<file path="config.mk">
export PLATFORM = sky130hd
export DESIGN_NAME = digital_lock
export DESIGN_NICKNAME = d
export VERILOG_FILES = /design/src/rtl/digital_lock_pkg.sv /design/src/rtl/digital_lock_key_press_detector.sv /design/src/rtl/digital_lock.sv
export SDC_FILE = /design/constraint.sdc
export NUM_CORES = 1
export LEC_CHECK = 0
export ABC_CLOCK_PERIOD_IN_PS = 3000
export BUFFER_PORTS_ARGS = -buffer_cell sky130_fd_sc_hd__buf_2
export CORE_UTILIZATION = 45
export DETAILED_ROUTE_END_ITERATION = 7
export PLACE_DENSITY = 0.74
export REMOVE_ABC_BUFFERS = 1
export SETUP_SLACK_MARGIN = 0.5
export SLEW_MARGIN = 40
export SYNTH_ARGS = -nofsm -noshare
export SYNTH_HDL_FRONTEND = slang
export SYNTH_HIERARCHICAL = 1
export SYNTH_SLANG_ARGS = --single-unit
</file>
<file path="constraint.sdc">
create_clock -name clock -period 3 [get_ports clock]
set_input_delay 0 -clock clock [delete_from_list [all_inputs] [get_ports clock]]
set_output_delay 0 -clock clock [all_outputs]
set_load 0.02 [all_outputs]
</file>
<file path="src/rtl/digital_lock_pkg.sv">
// Shared encodings and sizing helpers for the keypad lock controller.
package digital_lock_pkg;

  localparam int unsigned KEY_W = 4;

  typedef enum logic {
    UNLOCKED = 1'b0,
    LOCKED   = 1'b1
  } lock_state_e;

  typedef enum logic [2:0] {
    U_IDLE    = 3'd0,
    U_ENTER1  = 3'd1,
    U_ENTER2  = 3'd2,
    U_COMPARE = 3'd3,
    U_FAIL    = 3'd4
  } unlocked_state_e;

  typedef enum logic [1:0] {
    L_IDLE    = 2'd0,
    L_ENTER   = 2'd1,
    L_COMPARE = 2'd2,
    L_FAIL    = 2'd3
  } locked_state_e;

  function automatic int unsigned code_width(input int unsigned len);
    return KEY_W * len;
  endfunction

endpackage

</file>
<file path="src/rtl/digital_lock_key_press_detector.sv">
// Turns a debounced keypad level into a one-cycle press strobe plus the key value.
module key_press_detector
  import digital_lock_pkg::*;
(
  input  logic             clock,
  input  logic             reset,
  input  logic [KEY_W-1:0] key,
  output logic             press,
  output logic [KEY_W-1:0] value
);

  logic [KEY_W-1:0] key_prev;

  // A press is a transition from no key to any key; holding does not repeat.
  always_ff @(posedge clock) begin
    if (reset) begin
      key_prev <= '0;
      press    <= 1'b0;
      value    <= '0;
    end else begin
      key_prev <= key;
      press    <= (key_prev == '0) && (key != '0);
      value    <= key;
    end
  end

endmodule

</file>
<file path="src/rtl/digital_lock.sv">
// Keypad lock: set a code by entering it twice while unlocked, reopen by entering it while locked.
module digital_lock
  import digital_lock_pkg::*;
#(
  parameter int unsigned PASSCODE_LENGTH = 3,
  parameter int unsigned CLOCK_FREQ      = 50000000,
  parameter int unsigned TIMEOUT_SEC     = 5
) (
  input  logic                                     clock,
  input  logic                                     reset,
  input  logic [KEY_W-1:0]                         key,
  output logic                                     locked,
  output logic                                     error,
  output logic [code_width(PASSCODE_LENGTH)-1:0]   entry,
  output logic [1:0]                               entry_counter,
  output logic                                     state,
  output logic [2:0]                               substate_unlocked,
  output logic [1:0]                               substate_locked
);

  localparam int unsigned CODE_W         = code_width(PASSCODE_LENGTH);
  localparam int unsigned CNT_W          = (PASSCODE_LENGTH > 4) ? 3 : 2;
  localparam int unsigned TIMEOUT_CYCLES = TIMEOUT_SEC * CLOCK_FREQ;
  localparam int unsigned TMO_W          = $clog2(TIMEOUT_CYCLES + 1);

  logic             press;
  logic [KEY_W-1:0] value;

  key_press_detector u_kpd (
    .clock (clock),
    .reset (reset),
    .key   (key),
    .press (press),
    .value (value)
  );

  lock_state_e     state_q, state_d;
  unlocked_state_e sub_u_q, sub_u_d;
  locked_state_e   sub_l_q, sub_l_d;
  logic [CODE_W-1:0] entry_q, entry_d, code_q, code_d, shifted;
  logic [CNT_W-1:0]  cnt_q, cnt_d;
  logic [TMO_W-1:0]  tmo_q, tmo_d;
  logic              locked_q, locked_d, error_q, error_d;
  logic              complete, active, tmo_fire;

  assign shifted  = {entry_q[CODE_W-KEY_W-1:0], value};
  assign complete = press && (cnt_q == CNT_W'(PASSCODE_LENGTH - 1));
  assign active   = (state_q == UNLOCKED) ? (sub_u_q != U_IDLE) : (sub_l_q != L_IDLE);

  always_ff @(posedge clock) begin
    if (reset) begin
      state_q  <= UNLOCKED;
      sub_u_q  <= U_IDLE;
      sub_l_q  <= L_IDLE;
      entry_q  <= '0;
      code_q   <= '0;
      cnt_q    <= '0;
      tmo_q    <= '0;
      locked_q <= 1'b0;
      error_q  <= 1'b0;
    end else begin
      state_q  <= state_d;
      sub_u_q  <= sub_u_d;
      sub_l_q  <= sub_l_d;
      entry_q  <= entry_d;
      code_q   <= code_d;
      cnt_q    <= cnt_d;
      tmo_q    <= tmo_d;
      locked_q <= locked_d;
      error_q  <= error_d;
    end
  end

  always_comb begin
    state_d  = state_q;
    sub_u_d  = sub_u_q;
    sub_l_d  = sub_l_q;
    entry_d  = entry_q;
    code_d   = code_q;
    cnt_d    = cnt_q;
    tmo_d    = tmo_q;
    locked_d = locked_q;
    error_d  = error_q;
    tmo_fire = 1'b0;

    // Digit capture and inactivity counting, common to both modes.
    if (press) begin
      entry_d = shifted;
      cnt_d   = complete ? '0 : CNT_W'(cnt_q + 1'b1);
      tmo_d   = '0;
      error_d = 1'b0;
    end else if (!active) begin
      tmo_d = '0;
    end else if (tmo_q == TMO_W'(TIMEOUT_CYCLES - 1)) begin
      tmo_fire = 1'b1;
      tmo_d    = '0;
    end else begin
      tmo_d = TMO_W'(tmo_q + 1'b1);
    end

    if (state_q == UNLOCKED) begin
      unique case (sub_u_q)
        U_IDLE:   if (press) sub_u_d = U_ENTER1;
        U_ENTER1: if (complete) begin
          code_d  = shifted;
          entry_d = '0;
          sub_u_d = U_ENTER2;
        end
        U_ENTER2: if (complete) sub_u_d = U_COMPARE;
        U_COMPARE: begin
          if (entry_q == code_q) begin
            state_d  = LOCKED;
            locked_d = 1'b1;
            error_d  = 1'b0;
            sub_l_d  = L_IDLE;
            sub_u_d  = U_IDLE;
          end else begin
            error_d = 1'b1;
            sub_u_d = U_FAIL;
          end
        end
        U_FAIL: begin
          entry_d = '0;
          cnt_d   = '0;
          sub_u_d = U_IDLE;
        end
        default: sub_u_d = U_IDLE;
      endcase
    end else begin
      unique case (sub_l_q)
        L_IDLE:  if (press) sub_l_d = L_ENTER;
        L_ENTER: if (complete) sub_l_d = L_COMPARE;
        L_COMPARE: begin
          if (entry_q == code_q) begin
            state_d  = UNLOCKED;
            locked_d = 1'b0;
            error_d  = 1'b0;
            sub_u_d  = U_IDLE;
            sub_l_d  = L_IDLE;
          end else begin
            error_d = 1'b1;
            sub_l_d = L_FAIL;
          end
        end
        L_FAIL: begin
          entry_d = '0;
          cnt_d   = '0;
          sub_l_d = L_IDLE;
        end
        default: sub_l_d = L_IDLE;
      endcase
    end

    // An abandoned entry is discarded; an unconfirmed code is forgotten too.
    if (tmo_fire) begin
      entry_d = '0;
      cnt_d   = '0;
      if (state_q == UNLOCKED) begin
        sub_u_d = U_IDLE;
        code_d  = '0;
      end else begin
        sub_l_d = L_IDLE;
      end
    end
  end

  assign locked            = locked_q;
  assign error             = error_q;
  assign entry             = entry_q;
  assign entry_counter     = cnt_q[1:0];
  assign state             = state_q;
  assign substate_unlocked = sub_u_q;
  assign substate_locked   = sub_l_q;

endmodule

</file>
==> impl_metrics.json, run 1 <==
{
  "drv_slew": 0,
  "die_w_um": 83.3,
  "rsz0062_at_grt": "no",
  "tightest_slew_ns": 0.648,
  "status": "finished, final reports clean",
  "required_ns": 3.27,
  "io_buffers": 27,
  "die_height_um": 83.3,
  "fin_crit_sh_pct": 73.4,
  "clock-sinks": 67,
  "grtUsageMet1_pct": 24.7,
  "r2r-start": "state",
  "critPathTopFamily": "simple AND/OR/NAND/NOR gates",
  "timing.fmax_ghz": 0.454,
  "path_cells": "nor2b_1, a221oi_1, a31oi_1, nand3_2, nor2_1",
  "ctsResizeCount": 0,
  "finalSetupTns_ns": 0,
  "path_buf_inv": 0,
  "synth-seq-area-share_pct": 45.0,
  "htreeDepth": 3,
  "postSynthRegisterBits": 67,
  "clockBufferDepth": 2,
  "synthCells": 322,
  "layout_common_cells": "dfxtp_1, nor2_1, xor2_1, buf_2, mux2i_1",
  "max_slew_margin_pct": 56.6,
  "area_growth_pct": 15.8,
  "drt_iter0_markers": 113,
  "power_density_nw_per_um2": 509,
  "clock_skew_ns": 0.0126,
  "synth-main-ff-cell": "dfxtp_1",
  "grt.total_usage_pct": 18.6,
  "synth.distinct_cells": 47,
  "io_pins": 28,
  "synth_area_per_cell_um2": 9.25,
  "async_flop_share_pct": 0,
  "first_global_vias": 2194,
  "mostFrequentLayoutCell": "dfxtp_1",
  "crit_path_start": "state",
  "post-dp-hpwl_mm": 4.05,
  "hp-class": "primary input to flop",
  "clock_latency_ns": 0.35,
  "synth_warnings": 6,
  "critPathCaptureType": "flop",
  "slowest_stage": "dfxtp_1",
  "wl_per_cell_um": 13.5,
  "grt_overflow": 0,
  "peakVddDrop_mv": 0.321,
  "clkTransAtPathRegs_ns": 0.09,
  "cts_setup_buffers": 0,
  "hold_violations": 0,
  "drive_gt1_share_pct": 15.9,
  "via_count": 2367,
  "finalPower_mw": 1.75,
  "root_buffer": "clkbuf_8",
  "cts_buffers": 9,
  "fp-row-count": 29,
  "cp.arrival_ns": 2.47,
  "worstSetupPathType": "flop to flop",
  "finalWeightedCongestion": 0.834,
  "initial_core_util_pct": 46.6,
  "regToRegEndpoint": "entry[10]",
  "viasPerCell": 5.37,
  "grt_antenna_before_repair": 0,
  "synth.cell_area_um2": 2980,
  "cts_tree": "built",
  "synth-edff-count": 0,
  "cp_max_fo": 14,
  "ant_nets": 0,
  "final_util_pct": 54.0,
  "nNetsFinal": 366,
  "p_leak_nw": 1.44,
  "grt_max_degree": 29,
  "coreArea_um2": 6390,
  "grt_util_met2_pct": 29.0,
  "min_from": "key[3]",
  "routed_wl_mm": 5.97,
  "critPathCapture": "entry[10]",
  "dieArea_um2": 6950,
  "cpPeakStageDelay_ns": 0.59,
  "drc_errors": 0,
  "cp_num_cells": 5,
  "grt_pass1_wl_mm": 10.5,
  "finalSetupViolations": 0,
  "period_minus_slack_ns": 2.20,
  "busiest_layer": "met2",
  "reg2reg_depth": 5,
  "maxCapViolCount": 0,
  "diodes": 0,
  "startpoint_type": "flop",
  "regToRegSetupSlack_ns": 0.80,
  "gr-usage-met3_pct": 4.77,
  "drt_first_pass_iters": 5
}
## metrics by stage
stage / std cells / hold WS (ns) / cell area [um2] / worst slack (ns)
2_1_floorplan: 311 / 0.0691 / 2920 / 0.788
3_3_place_gp: 419 / 0.227 / 3180 / 0.924
3_5_place_dp: 419 / 0.234 / 3180 / 0.834
4_1_cts: 441 / 0.397 / 3450 / 0.811
5_1_grt: 441 / 0.417 / 3450 / 0.598
6_report: 441 / 0.417 / 3450 / 0.798
## worst reg2reg max path: cells and delay by family, from the launching register on
| kind | cells | cell delay [ns] |
|---|---|---|
| compound gates | 2 | 0.68 |
| simple gates | 3 | 0.86 |
| flops | 1 | 0.59 |
## final cells by class
type	count	area, um2
Fill cell	564	2940
Multi-Input combinational cell	241	1570
Sequential cell	67	1340
Timing Repair Buffer	37	225
Clock buffer	9	124
Tap cell	77	96.3
Clock inverter	7	80.1
Inverter	3	11.3
## flip-flops by register name (all words and copies together) (netlist names), 2 cells and up
| register | cells |
|---|---|
| tmo_q | 28 |
| code_q | 12 |
| entry | 12 |
| u_kpd/key_prev | 4 |
| substate_unlocked | 3 |
| entry_counter | 2 |
| substate_locked | 2 |
## logic make-up after synthesis
family	synth area share, %
xor+xnor	11.2
simple gates	27.9
flops	45.0
fa+ha+maj	0.420
mux	9.50
buf+inv	2.27
compound gates	3.70
## worst min-delay path by stage
stage,end,slack (ns),depth (start not counted)
2_1_floorplan,error,0.07,1
3_3_place_gp,u_kpd/key_prev[1],0.23,2
3_5_place_dp,u_kpd/key_prev[1],0.23,2
4_1_cts,u_kpd/key_prev[1],0.40,3
5_1_grt,u_kpd/key_prev[3],0.42,3
6_report,u_kpd/key_prev[3],0.42,3
## cells in the mapped netlist (2+ instances only)
| cell | n | share of area (%) |
|---|---|---|
| xor2_1 | 29 | 8.5 |
| mux2i_1 | 26 | 8.7 |
| dfxtp_1 | 67 | 45 |
| buf_2 | 3 | 0.50 |
| a21oi_1 | 2 | 0.34 |
| nor2b_1 | 5 | 1.1 |
| nor2_1 | 62 | 7.8 |
| nor4_1 | 5 | 1.1 |
| nand2_1 | 18 | 2.3 |
| mux2_2 | 2 | 0.76 |
| nand3_2 | 2 | 0.67 |
| xnor2_1 | 9 | 2.6 |
| nor3_1 | 9 | 1.5 |
| clkbuf_1 | 5 | 0.63 |
| inv_1 | 3 | 0.38 |
| and2b_1 | 3 | 0.76 |
| nand3_1 | 19 | 3.2 |
| o21ai_0 | 3 | 0.50 |
| or4_1 | 2 | 0.50 |
| nand4_1 | 10 | 2.1 |
| and4_1 | 5 | 1.5 |
| and2_1 | 2 | 0.42 |
| a32o_1 | 2 | 0.67 |
| and3_1 | 4 | 0.84 |
| a31oi_1 | 3 | 0.63 |
## power breakdown
part           internal [mW]  switching (mW)  leakage [nW]
logic                 0.0297          0.0437         0.802
registers              0.897          0.0105         0.541
clock network          0.395           0.377        0.0973
## per-layer routing
layer	routed length [um]	share of wire, %	vias up
li1	-	-	1197
met1	2740	46	1093
met2	2850	48	73
met3	326	5.5	4
met4	46	0.77	0
met5	0	0	-
## what timing repair did
item / 4_1_cts / 5_1_grt
endpoints found under the hold margin: 6 / 0
endpoints found under the setup margin: 0 / 0
hold buffers: 6 / 0
Power figures use the tool's default switching activity.
==> run 2: changes to the inputs <==
- ABC_CLOCK_PERIOD_IN_PS: 3000 -> 2200
- clock period: 3 -> 2.2 ns (I/O delays scaled with it)
==> run 2 against run 1 <==
Combinational power increased by 65%. Final cell count grew 1.8%. Wire length up 10%. Register-to-register slack worse by 0.49 ns. Die area unchanged. Cell area is 6.6% higher.
==> impl_metrics.json, run 2 (same netlist as run 1, synthesis figures left out) <==
{
  "dieArea_um2": 6950,
  "seq_power_share_pct": 47.1,
  "path_buf_inv": 1,
  "grt.total_usage_pct": 19.6,
  "drc_errors": 0,
  "cpPeakStageDelay_ns": 0.54,
  "clkPwrFrac_pct": 48.3,
  "nNetsFinal": 375,
  "rsz0062_at_grt": "yes",
  "seqCellArea_um2": 1350,
  "internal_power_mw": 2.08,
  "r2r-start": "tmo_q[10]",
  "finalSetupViolations": 0,
  "cts_tree": "built",
  "clock_latency_ns": 0.35,
  "die_height_um": 83.3,
  "multiInputGateArea_um2": 1680,
  "grt_overflow": 0,
  "mostFrequentLayoutCell": "dfxtp_1",
  "finalWeightedCongestion": 0.891,
  "p_sw_share_pct": 20.7,
  "layout_common_cells": "dfxtp_1, nor2_1, xor2_1, buf_2, mux2i_1",
  "routed_wl_mm": 6.57,
  "fp-row-count": 29,
  "first_global_vias": 2284,
  "grt_pass1_wl_mm": 10.9,
  "clock-sinks": 67,
  "holdPathStages": 3,
  "drt_iter0_markers": 80,
  "slowest_stage": "or4_4",
  "via_count": 2455,
  "layout_setup_ws_ns": 0.308,
  "clkTransAtPathRegs_ns": 0.07,
  "min_to": "u_kpd/key_prev[0]",
  "status": "finished, final reports clean",
  "cts_buffers": 9,
  "regMostFlops": "tmo_q",
  "grt_max_degree": 22,
  "timing.fmax_ghz": 0.529,
  "place_ws_ns": 0.0745,
  "hold_ws_ns": 0.434,
  "power_density_nw_per_um2": 714,
  "period_minus_slack_ns": 1.89,
  "io_buffers": 27,
  "combPwrFrac_pct": 4.6,
  "regToRegEndpoint": "substate_unlocked[0]",
  "clock_skew_ns": 0.0131,
  "critPathCaptureType": "flop",
  "grt_antenna_before_repair": 0,
  "hold_violations": 0,
  "maxCapViolCount": 0,
  "wl_per_cell_um": 14.6,
  "viasPerCell": 5.47,
  "worstSetupPathType": "flop to flop",
  "max_slew_margin_pct": 67.8,
  "largest_reg_flops": 28,
  "min_from": "key[0]",
  "reg2reg_depth": 5,
  "post-dp-hpwl_mm": 4.15,
  "critPathTopFamily": "simple AND/OR/NAND/NOR gates",
  "clockBufferDepth": 2,
  "required_ns": 2.43,
  "initial_core_util_pct": 46.6,
  "peakVddDrop_mv": 0.540,
  "die_w_um": 83.3,
  "coreArea_um2": 6390,
  "root_buffer": "clkbuf_8",
  "finalPower_mw": 2.62,
  "num-fill-cells": 551,
  "io_pins": 28,
  "drt_first_pass_iters": 4,
  "htreeDepth": 3,
  "fin_crit_sh_pct": 86.0,
  "finalSetupTns_ns": 0,
  "p_leak_nw": 1.52,
  "drv_slew": 0,
  "startpoint_type": "flop",
  "path_cells": "or4_4, nor4_4, buf_4, a31oi_4, a32o_1",
  "ant_nets": 0,
  "drive_gt1_share_pct": 22.3,
  "tightest_slew_ns": 0.479,
  "hp-class": "primary input to flop",
  "p_sw_mw": 0.543,
  "area_growth_pct": 23.4,
  "diodes": 0,
  "cp.arrival_ns": 2.13,
  "cp_max_fo": 7,
  "regToRegSetupSlack_ns": 0.31
}
run 2: changes by cell type in the layout (fill, tap and decap cells not counted), sizes merged:
cell | before | now
buf | 31 | 40
inv | 7 | 3
bufinv | 1 | 3
clkbuf | 9 | 11
clkinvlp | 2 | 1
dlygate4sd3 | 6 | 5
nand3 | 21 | 22
run 2: power by group through the flow:
stage | sequential (mW) | combinational [mW] | clock, mW
3_3_place_gp | 1.27 | 0.0932 | 0
2_1_floorplan | 1.28 | 0.0468 | 0
5_1_grt | 1.24 | 0.130 | 1.32
4_1_cts | 1.24 | 0.110 | 1.28
6_report | 1.24 | 0.121 | 1.27
3_5_place_dp | 1.27 | 0.0939 | 0
run 2: worst max path at each step:
stage                            from                   end  slack [ns]  depth (start not counted)
final                       tmo_q[10]  substate_unlocked[0]        0.31                          5
after global routing        tmo_q[10]             tmo_q[16]        0.24                          5
after CTS                   tmo_q[10]  substate_unlocked[0]        0.33                          5
after detailed placement     tmo_q[0]              entry[6]        0.07                          6
after global placement       tmo_q[0]              entry[8]        0.13                          6
after floorplan           u_kpd/press              entry[0]       -0.01                          3
run 2: through the flow:
stage	utilization (%)	cells	instance area, um2
after floorplan	-	311	2920
after global routing	57.6	449	3680
after CTS	56.3	445	3590
after global placement	50.2	422	3210
final	57.6	449	3680
after detailed placement	50.2	422	3210
run 2: area by class of cell:
cell class,instances,area share (%)
clock inverters,4,2.65
flip-flops and latches,67,36.7
repair buffers,45,7.79
multi-input cells,242,45.8
well taps,77,2.62
clock buffers,11,4.12
inverters,3,0.306
run 2: tightest hold or removal path: stages:
cell and delay (ns):
dlygate4sd3_1 0.52, buf_2 0.12, and2b_1 0.11
run 2: metal layers:
| metal | track usage, % | up-vias | wire (um) |
|---|---|---|---|
| met5 | 0 | - | 0 |
| met4 | 6.90 | 0 | 78 |
| met3 | 5.17 | 8 | 272 |
| met2 | 32.0 | 50 | 3210 |
| met1 | 24.9 | 1184 | 3000 |
| li1 | - | 1213 | - |
run 2: what timing repair did:
action                     in CTS  in global routing
pin swaps                       6                  5
setup endpoints to repair      60                 61
buffers inserted                2                  4
cloned                          1                  0
hold endpoints to repair        7                  0
gates resized for setup        12                 12
hold buffers                    5                  0
==> run 3: changes to the inputs <==
- PLACE_DENSITY: 0.74 -> unset
==> run 3 against run 2 <==
Total power down 15%. Flip-flop and latch count unchanged. Register-to-register slack improved by 0.07 ns. Non-clock buffer count shrank 1. Fmax up 3.6%. Core utilization fell by 1.4 points. Clock skew is 0.0035 ns lower. Critical path type unchanged. Largest cell class unchanged. Largest power group is now sequential cells. Highest routed layer unchanged.
==> impl_metrics.json, run 3 (same netlist as run 1, synthesis figures left out) <==
{
  "period_minus_slack_ns": 1.83,
  "clock_latency_ns": 0.34,
  "area_growth_pct": 20.5,
  "m1WireLength_mm": 3.01,
  "fin_crit_sh_pct": 83.0,
  "min_from": "reset",
  "diodes": 0,
  "via_count": 2423,
  "clockBufferDepth": 2,
  "finalSetupViolations": 0,
  "initial_core_util_pct": 46.6,
  "drt_iter0_markers": 83,
  "fp-row-count": 29,
  "regMostFlops": "tmo_q",
  "coreArea_um2": 6390,
  "dieArea_um2": 6950,
  "die_height_um": 83.3,
  "critPathCaptureType": "flop",
  "met3WireLength_um": 264,
  "required_ns": 2.43,
  "grt_antenna_before_repair": 0,
  "largest_reg_flops": 28,
  "routed_wl_mm": 6.28,
  "root_buffer": "clkbuf_8",
  "ant_nets": 0,
  "clock_skew_ns": 0.00964,
  "regToRegEndpoint": "entry[11]",
  "startpoint_type": "flop",
  "min_to": "u_kpd/key_prev[2]",
  "dp.cells": 423,
  "finalSetupTns_ns": 0,
  "clock-sinks": 67,
  "grt_max_degree": 29,
  "drv_slew": 0,
  "cts_tree": "built",
  "r2r-start": "tmo_q[10]",
  "finalWeightedCongestion": 0.792,
  "holdPathStages": 2,
  "max_slew_margin_pct": 66.9,
  "status": "finished, final reports clean",
  "final_util_pct": 56.2,
  "tightest_slew_ns": 0.493,
  "drt_first_pass_iters": 4,
  "htreeDepth": 3,
  "layout_common_cells": "nor2_1, dfxtp_1, xor2_1, buf_2, mux2i_1",
  "cp_max_fo": 12,
  "die_w_um": 83.3,
  "io_pins": 28,
  "nNetsFinal": 374,
  "finalPower_mw": 2.24,
  "grt.total_usage_pct": 19.0,
  "cp.arrival_ns": 2.06,
  "reg2reg_depth": 6,
  "io_buffers": 27,
  "maxCapViolCount": 0,
  "p_leak_nw": 1.49,
  "regToRegSetupSlack_ns": 0.37,
  "grt_overflow": 0,
  "worstSetupPathType": "flop to flop",
  "timing.fmax_ghz": 0.548,
  "clkTransAtPathRegs_ns": 0.07,
  "wl_per_cell_um": 14.0,
  "highest_layer": "met4",
  "cts_buffers": 9,
  "grt_pass1_wl_mm": 10.6,
  "power_density_nw_per_um2": 624,
  "drive_gt1_share_pct": 21.8,
  "post-dp-hpwl_mm": 4.17,
  "first_global_vias": 2240,
  "drc_errors": 0,
  "met2WireLength_mm": 2.95,
  "peakVddDrop_mv": 0.480,
  "instances_no_fill": 449,
  "rsz0062_at_grt": "yes",
  "hold_violations": 0,
  "viasPerCell": 5.40,
  "hp-class": "primary input to flop"
}
run 3: metrics by stage:
stage               hold WS (ns)  setup slack (ns)  cell area, um2
floorplan                 0.0691           -0.0116            2920
global placement           0.223             0.126            3210
detailed placement         0.227            0.0186            3210
CTS                      0.00142             0.351            3510
global route              0.0162             0.288            3590
finish                    0.0147             0.374            3590
run 3: final cells by class:
| class | count | area (um2) |
|---|---|---|
| Multi-Input combinational cell | 242 | 1680 |
| Tap cell | 77 | 96.3 |
| Timing Repair Buffer | 44 | 277 |
| Inverter | 3 | 11.3 |
| Clock buffer | 12 | 145 |
| Clock inverter | 4 | 26.3 |
| Fill cell | 601 | 2800 |
| Sequential cell | 67 | 1350 |
run 3: power breakdown:
part	switching (mW)	leakage (nW)	internal, mW
clock network	0.448	0.0863	0.438
logic	0.0672	0.857	0.0481
registers	0.0148	0.544	1.22
total	0.530	1.49	1.71
run 3: how the worst max path moves through the flow:
stage                            to  depth (start not counted)  slack, ns   startpoint
final                     entry[11]                          6       0.37    tmo_q[10]
after global routing       tmo_q[7]                          5       0.29    tmo_q[10]
after CTS                 entry[11]                          6       0.35    tmo_q[10]
after detailed placement  entry[11]                          6       0.02     tmo_q[0]
after global placement     entry[5]                          6       0.13     tmo_q[0]
after floorplan            entry[0]                          3      -0.01  u_kpd/press
run 3: per-layer routing:
layer	vias up	global-route usage (%)
met4	0	5.17
met5	-	0
met1	1161	24.9
met2	41	30.3
li1	1216	-
met3	5	6.06
run 3: worst max-delay path, cell delays in order (launching register included):
cell and delay (ns):
dfxtp_4 0.34, or4_4 0.54, nor4_4 0.28, buf_4 0.17, a31oi_4 0.13, nand3_4 0.19, nor2_1 0.07
run 3: repair_timing:
item | 4_1_cts | 5_1_grt
gates resized for setup | 14 | 10
hold buffers | 4 | 0
pin swaps | 8 | 4
cloned | 0 | 1
buffers inserted | 3 | 2
setup endpoints to repair | 61 | 61
hold endpoints to repair | 5 | 0
